--- config.mk ---
export PLATFORM = sky130hd
export DESIGN_NAME = reg_file_sb_flat
export DESIGN_NICKNAME = d
export VERILOG_FILES = /design/src/rtl/reg_file_sb_pkg.sv /design/src/rtl/reg_file_sb_if.sv /design/src/rtl/reg_file_sb_scoreboard.sv /design/src/rtl/reg_file_sb.sv /design/src/flat_wrapper.sv
export SDC_FILE = /design/constraint.sdc
export NUM_CORES = 2
export LEC_CHECK = 0
export CAP_MARGIN = 15
export CORE_ASPECT_RATIO = 1.25
export CORE_MARGIN = 4
export CORE_UTILIZATION = 25
export DETAILED_ROUTE_END_ITERATION = 16
export GPL_TIMING_DRIVEN = 0
export HOLD_SLACK_MARGIN = 0.03
export SYNTH_ARGS = -nofsm -noshare
export SYNTH_HDL_FRONTEND = slang
export SYNTH_SLANG_ARGS = --single-unit
--- constraint.sdc ---
create_clock -name clk -period 6.6 [get_ports clk]
set_input_delay 0.66 -clock clk [delete_from_list [all_inputs] [get_ports clk]]
set_output_delay 0.66 -clock clk [all_outputs]
set_load 0.005 [all_outputs]
--- src/rtl/reg_file_sb_pkg.sv ---
// Shared types and constants for the register file and its pending-write scoreboard.
package reg_file_sb_pkg;

   localparam int unsigned XLEN    = 32;
   localparam int unsigned REG_NUM = 32;

   typedef logic [4:0]      r_t;
   typedef logic [XLEN-1:0] data_t;

   function automatic logic is_x0(input r_t a);
      return a == '0;
   endfunction

endpackage

--- src/rtl/reg_file_sb_if.sv ---
// Decode read/issue port and writeback port of the register file.
interface reg_file_sb_if #(
   parameter int unsigned XLEN = reg_file_sb_pkg::XLEN
);
   reg_file_sb_pkg::r_t rs1_addr;
   reg_file_sb_pkg::r_t rs2_addr;
   logic                rs1_rden;
   logic                rs2_rden;
   reg_file_sb_pkg::r_t rd_addr;
   logic                rd_issue;
   reg_file_sb_pkg::r_t wb_addr;
   logic [XLEN-1:0]     wb_data;
   logic                wb_en;
   logic [XLEN-1:0]     rs1_data;
   logic [XLEN-1:0]     rs2_data;
   logic                stall;

   modport master (
      output rs1_addr, rs2_addr, rs1_rden, rs2_rden, rd_addr, rd_issue,
             wb_addr, wb_data, wb_en,
      input  rs1_data, rs2_data, stall
   );

   modport slave (
      input  rs1_addr, rs2_addr, rs1_rden, rs2_rden, rd_addr, rd_issue,
             wb_addr, wb_data, wb_en,
      output rs1_data, rs2_data, stall
   );
endinterface

--- src/rtl/reg_file_sb_scoreboard.sv ---
// Per-register pending-writer counters; produces source hazards and issue overflow.
// Honours REG_BYPASS_EN: a final same-cycle writeback clears the source hazard.
module reg_scoreboard
   import reg_file_sb_pkg::*;
#(
   parameter int unsigned PEND_W = 2
) (
   input  logic clk,
   input  logic rst,
   input  r_t   rs1_addr,
   input  logic rs1_rden,
   input  r_t   rs2_addr,
   input  logic rs2_rden,
   input  r_t   rd_addr,
   input  logic rd_issue,
   input  r_t   wb_addr,
   input  logic wb_en,
   input  logic stall,
   output logic hz_1,
   output logic hz_2,
   output logic ovf
);

   localparam logic [PEND_W-1:0] PEND_MAX = '1;
   localparam logic [PEND_W-1:0] PEND_ONE = PEND_W'(1);

   logic [PEND_W-1:0] pend [REG_NUM];
   logic [PEND_W-1:0] p1, p2, pd;
   logic              wb_hit1, wb_hit2, wb_hitd;

   always_comb begin
      p1      = pend[rs1_addr];
      p2      = pend[rs2_addr];
      pd      = pend[rd_addr];
      wb_hit1 = wb_en && (wb_addr == rs1_addr);
      wb_hit2 = wb_en && (wb_addr == rs2_addr);
      wb_hitd = wb_en && (wb_addr == rd_addr);
      hz_1    = rs1_rden && !is_x0(rs1_addr) && (p1 != '0);
      hz_2    = rs2_rden && !is_x0(rs2_addr) && (p2 != '0);
`ifdef REG_BYPASS_EN
      if (wb_hit1 && (p1 == PEND_ONE)) hz_1 = 1'b0;
      if (wb_hit2 && (p2 == PEND_ONE)) hz_2 = 1'b0;
`endif
      ovf     = rd_issue && !is_x0(rd_addr) && (pd == PEND_MAX) && !wb_hitd;
   end

   // x0 is left out of the update loop so its count stays at the reset value.
   always_ff @(posedge clk) begin
      if (rst) begin
         for (int unsigned i = 0; i < REG_NUM; i++) pend[i] <= '0;
      end else begin
         for (int unsigned i = 1; i < REG_NUM; i++) begin
            if ((!stall && rd_issue && (rd_addr == r_t'(i))) &&
                !(wb_en && (wb_addr == r_t'(i))))
               pend[i] <= pend[i] + 1'b1;
            else if ((wb_en && (wb_addr == r_t'(i))) &&
                     !(!stall && rd_issue && (rd_addr == r_t'(i))) &&
                     (pend[i] != '0))
               pend[i] <= pend[i] - 1'b1;
         end
      end
   end

endmodule

--- src/rtl/reg_file_sb.sv ---
// Integer register file with registered read ports and pending-write scoreboard.
// Optional REG_BYPASS_EN forwards a same-cycle writeback into the read capture.
module reg_file_sb #(
   parameter int unsigned XLEN   = reg_file_sb_pkg::XLEN,
   parameter int unsigned PEND_W = 2
) (
   input logic         clk,
   input logic         rst,
   reg_file_sb_if.slave bus
);
   import reg_file_sb_pkg::*;

   logic [XLEN-1:0] regs [REG_NUM];
   logic [XLEN-1:0] rs1_q, rs2_q;
   logic [XLEN-1:0] next1, next2;
   logic            hz_1, hz_2, ovf, stall;

   reg_scoreboard #(.PEND_W(PEND_W)) u_sb (
      .clk     (clk),
      .rst     (rst),
      .rs1_addr(bus.rs1_addr),
      .rs1_rden(bus.rs1_rden),
      .rs2_addr(bus.rs2_addr),
      .rs2_rden(bus.rs2_rden),
      .rd_addr (bus.rd_addr),
      .rd_issue(bus.rd_issue),
      .wb_addr (bus.wb_addr),
      .wb_en   (bus.wb_en),
      .stall   (stall),
      .hz_1    (hz_1),
      .hz_2    (hz_2),
      .ovf     (ovf)
   );

   assign stall = hz_1 | hz_2 | ovf;

   always_comb begin
      next1 = is_x0(bus.rs1_addr) ? '0 : regs[bus.rs1_addr];
      next2 = is_x0(bus.rs2_addr) ? '0 : regs[bus.rs2_addr];
`ifdef REG_BYPASS_EN
      if (bus.wb_en && !is_x0(bus.rs1_addr) && (bus.wb_addr == bus.rs1_addr))
         next1 = bus.wb_data;
      if (bus.wb_en && !is_x0(bus.rs2_addr) && (bus.wb_addr == bus.rs2_addr))
         next2 = bus.wb_data;
`endif
   end

   always_ff @(posedge clk) begin
      if (rst) begin
         for (int unsigned i = 0; i < REG_NUM; i++) regs[i] <= '0;
         rs1_q <= '0;
         rs2_q <= '0;
      end else begin
         if (bus.wb_en && !is_x0(bus.wb_addr)) regs[bus.wb_addr] <= bus.wb_data;
         if (bus.rs1_rden && !stall) rs1_q <= next1;
         if (bus.rs2_rden && !stall) rs2_q <= next2;
      end
   end

   assign bus.rs1_data = rs1_q;
   assign bus.rs2_data = rs2_q;
   assign bus.stall    = stall;

endmodule

--- src/flat_wrapper.sv ---
// flat-port wrapper written by rule: the top's interface ports become plain ports
module reg_file_sb_flat import reg_file_sb_pkg::*;
#(
   parameter int unsigned XLEN   = reg_file_sb_pkg::XLEN,
   parameter int unsigned PEND_W = 2
)
  (clk, rst, bus_rs1_addr, bus_rs2_addr, bus_rs1_rden, bus_rs2_rden, bus_rd_addr, bus_rd_issue, bus_wb_addr, bus_wb_data, bus_wb_en, bus_rs1_data, bus_rs2_data, bus_stall);
  reg_file_sb_if #(.XLEN(XLEN)) bus_i ();
  input logic clk;
  input logic rst;
  input wire logic [$bits(bus_i.rs1_addr)-1:0] bus_rs1_addr;
  input wire logic [$bits(bus_i.rs2_addr)-1:0] bus_rs2_addr;
  input wire logic [$bits(bus_i.rs1_rden)-1:0] bus_rs1_rden;
  input wire logic [$bits(bus_i.rs2_rden)-1:0] bus_rs2_rden;
  input wire logic [$bits(bus_i.rd_addr)-1:0] bus_rd_addr;
  input wire logic [$bits(bus_i.rd_issue)-1:0] bus_rd_issue;
  input wire logic [$bits(bus_i.wb_addr)-1:0] bus_wb_addr;
  input wire logic [$bits(bus_i.wb_data)-1:0] bus_wb_data;
  input wire logic [$bits(bus_i.wb_en)-1:0] bus_wb_en;
  output wire logic [$bits(bus_i.rs1_data)-1:0] bus_rs1_data;
  output wire logic [$bits(bus_i.rs2_data)-1:0] bus_rs2_data;
  output wire logic [$bits(bus_i.stall)-1:0] bus_stall;
  assign bus_i.rs1_addr = bus_rs1_addr;
  assign bus_i.rs2_addr = bus_rs2_addr;
  assign bus_i.rs1_rden = bus_rs1_rden;
  assign bus_i.rs2_rden = bus_rs2_rden;
  assign bus_i.rd_addr = bus_rd_addr;
  assign bus_i.rd_issue = bus_rd_issue;
  assign bus_i.wb_addr = bus_wb_addr;
  assign bus_i.wb_data = bus_wb_data;
  assign bus_i.wb_en = bus_wb_en;
  assign bus_rs1_data = bus_i.rs1_data;
  assign bus_rs2_data = bus_i.rs2_data;
  assign bus_stall = bus_i.stall;
  reg_file_sb #(.XLEN(XLEN), .PEND_W(PEND_W)) u_core (.clk(clk), .rst(rst), .bus(bus_i));
endmodule
# Word-level counts from Yosys, hierarchy flattened
# Memory sizes are Yosys's and may differ from the RTL's.
# Index checks and enable logic that the tools add are counted.
[word_totals] out_inout_bits=65 reg_bits=64 memories=2 elab_cells=756 ramBits=1088 input_bits=58
[op_classes] n_bitwise=64 add_sub_neg=62 n_eq_ne=64 reduce_logical=273 muxes=289
[memory_table] name="u_core.regs" depth=32 width=32 read_ports=2 rd_clocked_by_memory_dff=0 wr=32 line="reg_file_sb.sv:13" rtl="logic [XLEN-1:0] regs [REG_NUM];"
[memory_table] name="u_core.u_sb.pend" depth=32 width=2 read_ports=34 rd_clocked_by_memory_dff=0 wr=32 line="reg_file_sb_scoreboard.sv:27" rtl="logic [PEND_W-1:0] pend [REG_NUM];"
[ops] cell="two-way mux 1 bit" count=223
[ops] cell="logical AND 1 bit" count=167
[ops] cell="== test 5 bit, second input constant" count=32
[ops] cell="two-way mux 2 bit" count=62
[ops] cell="two-way mux 32 bit" count=3
[ops] cell="== test 5 x 4 -> 1 bit, second input constant" count=16
[ops] cell="zero test 1 bit" count=68
[ops] cell="nonzero test 2 bit" count=33
[ops] cell="bitwise OR 1 bit" count=64
[ops] cell="adder 2 x 1 -> 2 bit, second input constant" count=31
[ops] cell="subtractor 2 x 1 -> 2 bit, second input constant" count=31
[ops] cell="== test 5 x 3 -> 1 bit, second input constant" count=8
[ops] cell="OR reduction 32 bit" count=1
[ops] cell="== test 5 x 2 -> 1 bit, second input constant" count=4
[ops] cell="zero test 5 bit" count=4
[ops] cell="== test 5 x 1 -> 1 bit, second input constant" count=2
[ops] cell="== test 5 bit" count=1
[ops] cell="two-way mux 5 bit" count=1
[ops] cell="== test 2 bit, second input constant" count=1

# Depth between registers and ports, before layout
[depth] depth_word=17 depth_mapped=12 ltp_nobuf=8

# By module
# From an unflattened synthesis, not the netlist that was laid out.
[unflattened] cells_unflattened=4423 area_unflattened_um2=61755.5
[by_module_without_submodules] mod="reg_file_sb" instances=1 cells_each=3832 area_per_inst_um2=56327.8 seq_area_each_um2=32030.7
[by_module_without_submodules] mod="reg_scoreboard" instances=1 cells_each=591 area_per_inst_um2=5427.7 seq_area_each_um2=1861.8

# Worst setup path before layout
# Ideal clock, no wire load.
[synth_timing] kind="input -> register" from="input bus_wb_addr[3]" to="memory u_core.u_sb.pend[6][0], data pin" path_buffers=2 arrival_time_ps=4345 setup_time_ps=255 stages=7 required_time_ps=6345 path_slack_ps=1999 cell_sequence="nand2b_1 -> clkbuf_1 -> or3_1 -> clkbuf_1 -> o21ai_0 -> nor3_1 -> o21ba_2"
[synth_lines] element="start, declared" line="flat_wrapper.sv:17" rtl="input wire logic [$bits(bus_i.wb_addr)-1:0] bus_wb_addr;"
[synth_lines] element="end, declared" line="reg_file_sb_scoreboard.sv:27"

# Worst setup path in the final report
[layout_timing] from="input bus_rs1_addr[1]" to="register u_core.rs1_q[25] (netlist: u_core.bus.rs1_data[25])"
[layout_between] elab_chain_cells=8 word_cells_on_any_way=12 cone_classes="mux: 1; bitwise: 2; reduce/logical: 7; memory: 2"
[layout_rtl] element="start, declared" line="flat_wrapper.sv:11" rtl="input wire logic [$bits(bus_i.rs1_addr)-1:0] bus_rs1_addr;"
[layout_rtl] element="branches (longest 8 deep; another with memory (32 x 2 bit))"
[layout_rtl] element="end signal, assigned" line="reg_file_sb.sv:55" rtl="if (bus.rs1_rden && !stall) rs1_q <= next1;"
[layout_rtl] element="end, declared" line="reg_file_sb.sv:14" rtl="logic [XLEN-1:0] rs1_q, rs2_q;"
# Parallel ways; which one is timed is not known.
# A chain may end at the register's enable or synchronous reset.

==> results_dict.tcl <==
set metrics [dict create \
    syn_to_final_growth_pct 18.3 \
    register_area_um2 33900 \
    grt_pass1_wl_um 336000 \
    fp.dieH_um 564 \
    syn_avg_cell_area_um2 15.1 \
    post_cts_resized 0 \
    ioPinCount 123 \
    fin_worst_skew_ns 0.0409 \
    drive_gt1_share_pct 23.9 \
    fp-row-count 203 \
    yosys_warnings 0 \
    grt_pass1_vias 41600 \
    cts_buffers 132 \
    routed_via_density 5.33 \
    synth_ff_type "edfxtp_1" \
    final_antenna_net_count 0 \
    final_nets 4518 \
    crit_buf_inv 6 \
    relSlewSlack_pct 3.39 \
    grt_max_degree 34 \
    synthTopCellsByArea "edfxtp_1 (53%), mux4_2 (23%), and2_1 (10%)" \
    cts_root_buf "clkbuf_16" \
    grt_usage_pct 19.0 \
    cts_sinks 1150 \
    critPathMaxFanout 10 \
    hold_buffers 0 \
    p_leak_nw 24.3 \
    post_cts_buffers 0 \
    gp_congestion 0.961 \
    synth.yosys.seq_area_share_pct 54.8 \
    yosysUniqueCellTypes 78 \
    drc 0 \
    peakVddDrop_uv 275 \
    die-area_um2 255000 \
    final_area_um2 73200 \
    worstPathRequired_ns 7.32 \
    p_per_area_nw_per_um2 256 \
    drt-wirelength-per-cell_um 31.8 \
    clk_path_buf_depth 3 \
    slew_viol_final 0 \
    hold_viol 0 \
    die_w_um 453 \
    drv_cap 0 \
    clkTransAtPathRegs_ns 0.06 \
    synthCells 4096 \
    vias 41800 \
    layout_commonest_cell "edfxtp_1" \
    setup_viol 0 \
    synth_top_area_share_pct 52.7 \
    min_period_ns 5.06 \
    cp-start-kind "input pin" \
    fmax_mhz 197 \
    grt_antenna_before_repair 14 \
    cp_top_family "buffers and inverters" \
    crit_type "input pin to flip-flop" \
    clock_latency_ns 0.81 \
    htreeDepth 4 \
    hpwlAfterDp_um 188000 \
    cts_tree "yes" \
    dpl_cell_area_um2 68600 \
    period_share_pct 76.7 \
    tightest_slew_ns 1.45 \
    cp_slowest_cell "o21ai_0" \
    critPathCaptureType "flip-flop" \
    final_cell_mix "edfxtp_1 (1086), and2_1 (1005), mux4_2 (642), clkbuf_1 (328), nand2_1 (216)" \
    path_cells "clkdlybuf4s50_1 -> buf_2 -> buf_2 -> buf_1 -> buf_8 -> buf_1 -> mux4_2 -> mux2i_1 -> o21ai_0 -> nand2_1 -> mux2i_1" \
    io_buffer_count 116 \
    design.core.area_um2 245000 \
    drt_first_pass_iters 6 \
    nFillCells 24500 \
    p_total_mw 18.8 \
    synth_area_um2 61900 \
    async_flop_share_pct 0 \
    multi_input_area_um2 26600 \
    hold_class "flip-flop to flip-flop" \
    ys_ff_latch 1150 \
    arrival_ns 5.78 \
    synth_edf_count 1086 \
    status "finished clean" \
    max_stage_delay_ns 1.01 \
    drtIter0Drc 6025 \
    grt_remaining_overflow 0 \
    grt_setup_unrepaired "no" \
    wirelength_um 250000 \
    synth_top_area_cell "edfxtp_1" \
    start_util_pct 25.2 \
]
-- layout make-up --
type                       count  area share [%]
sequential                  1150            46.3
buffer                       408            2.24
antenna                        7          0.0239
clock inverter                63            1.01
timing repair buffer         198            3.55
multi-input combinational   2547            36.3
tap                         3280            5.61
inverter                      22           0.113
clock buffer                 168            4.83
-- tightest hold or removal path: cells and delay by family, from the launching register on --
family / cells / cell delay (ns)
DFF: 1 / 0.31
and+or+nand+nor: 1 / 0.05
muxes: 1 / 0.05
-- final timing paths --
kind / slack (ns) / cells past startpoint / end / from
worst max register to register: 2.76 / 8 / u_core.u_sb.pend[7][0] / u_core.u_sb.pend[23][0]
worst min-delay path: 0.46 / 2 / u_core.bus.rs2_data[8] / u_core.bus.rs2_data[8]
worst max-delay path: 1.54 / 11 / u_core.bus.rs1_data[25] / bus_rs1_addr[1]
worst min register to register: 0.46 / 2 / u_core.bus.rs2_data[8] / u_core.bus.rs2_data[8]
-- cell usage after synthesis, types with 16 or more instances --
| library cell | number |
|---|---|
| edfxtp_1 | 1086 |
| buf_1 | 43 |
| o211ai_1 | 19 |
| nand2b_1 | 16 |
| inv_1 | 20 |
| nand2_1 | 224 |
| clkbuf_1 | 302 |
| mux4_2 | 642 |
| nor3_1 | 26 |
| nand3_1 | 33 |
| and2_1 | 1005 |
| a21oi_1 | 34 |
| nor2_1 | 109 |
| dfxtp_1 | 64 |
| o21ai_0 | 45 |
| buf_2 | 55 |
| mux2i_1 | 98 |
| mux2_2 | 56 |
-- cells by family (layout without fill, tap and decap cells) --
family	Yosys count	count (layout)	share of synthesized area, %
buf+inv	430	859	2.78
compound gates	202	202	2.37
other cells	1	39	0.00606
xor+xnor	20	20	0.283
simple gates	1496	1496	13.8
fa+ha+maj	1	1	0.0202
mux	796	796	26.0
flops	1150	1150	54.8
-- state kept, by name, summed over array words and instances (netlist names) --
signal               count
u_core.u_sb.pend        62
u_core.bus.rs2_data     32
u_core.bus.rs1_data     32
u_core.regs           1024
-- report_power, final --
part           internal (mW)  total (mW)  switching, mW
clock                   4.21        7.44           3.23
combinational           1.12        2.66           1.54
sequential              8.40        8.66          0.257
-- routing by layer --
layer  vias up  track usage, %  part of all wire (%)
li1      16500               -                     -
met1     21800            22.2                    35
met2      2819            30.0                    46
met3       697            4.98                    10
met4         2            14.6                   9.1
met5         -               0                0.0028
-- stage by stage --
step	setup TNS, ns	worst slack [ns]	instances	hold slack, ns	util, %
after floorplan	0	2.00	4127	0.454	-
after global placement	-768.71	-2.42	7523	0.451	27.4
after detailed placement	0	0.871	7587	0.453	28.0
after CTS	0	1.60	7818	0.462	29.7
after global routing	0	1.67	7837	0.483	29.8
final	0	1.54	7843	0.459	29.8
(Power assumes the default switching activity.)
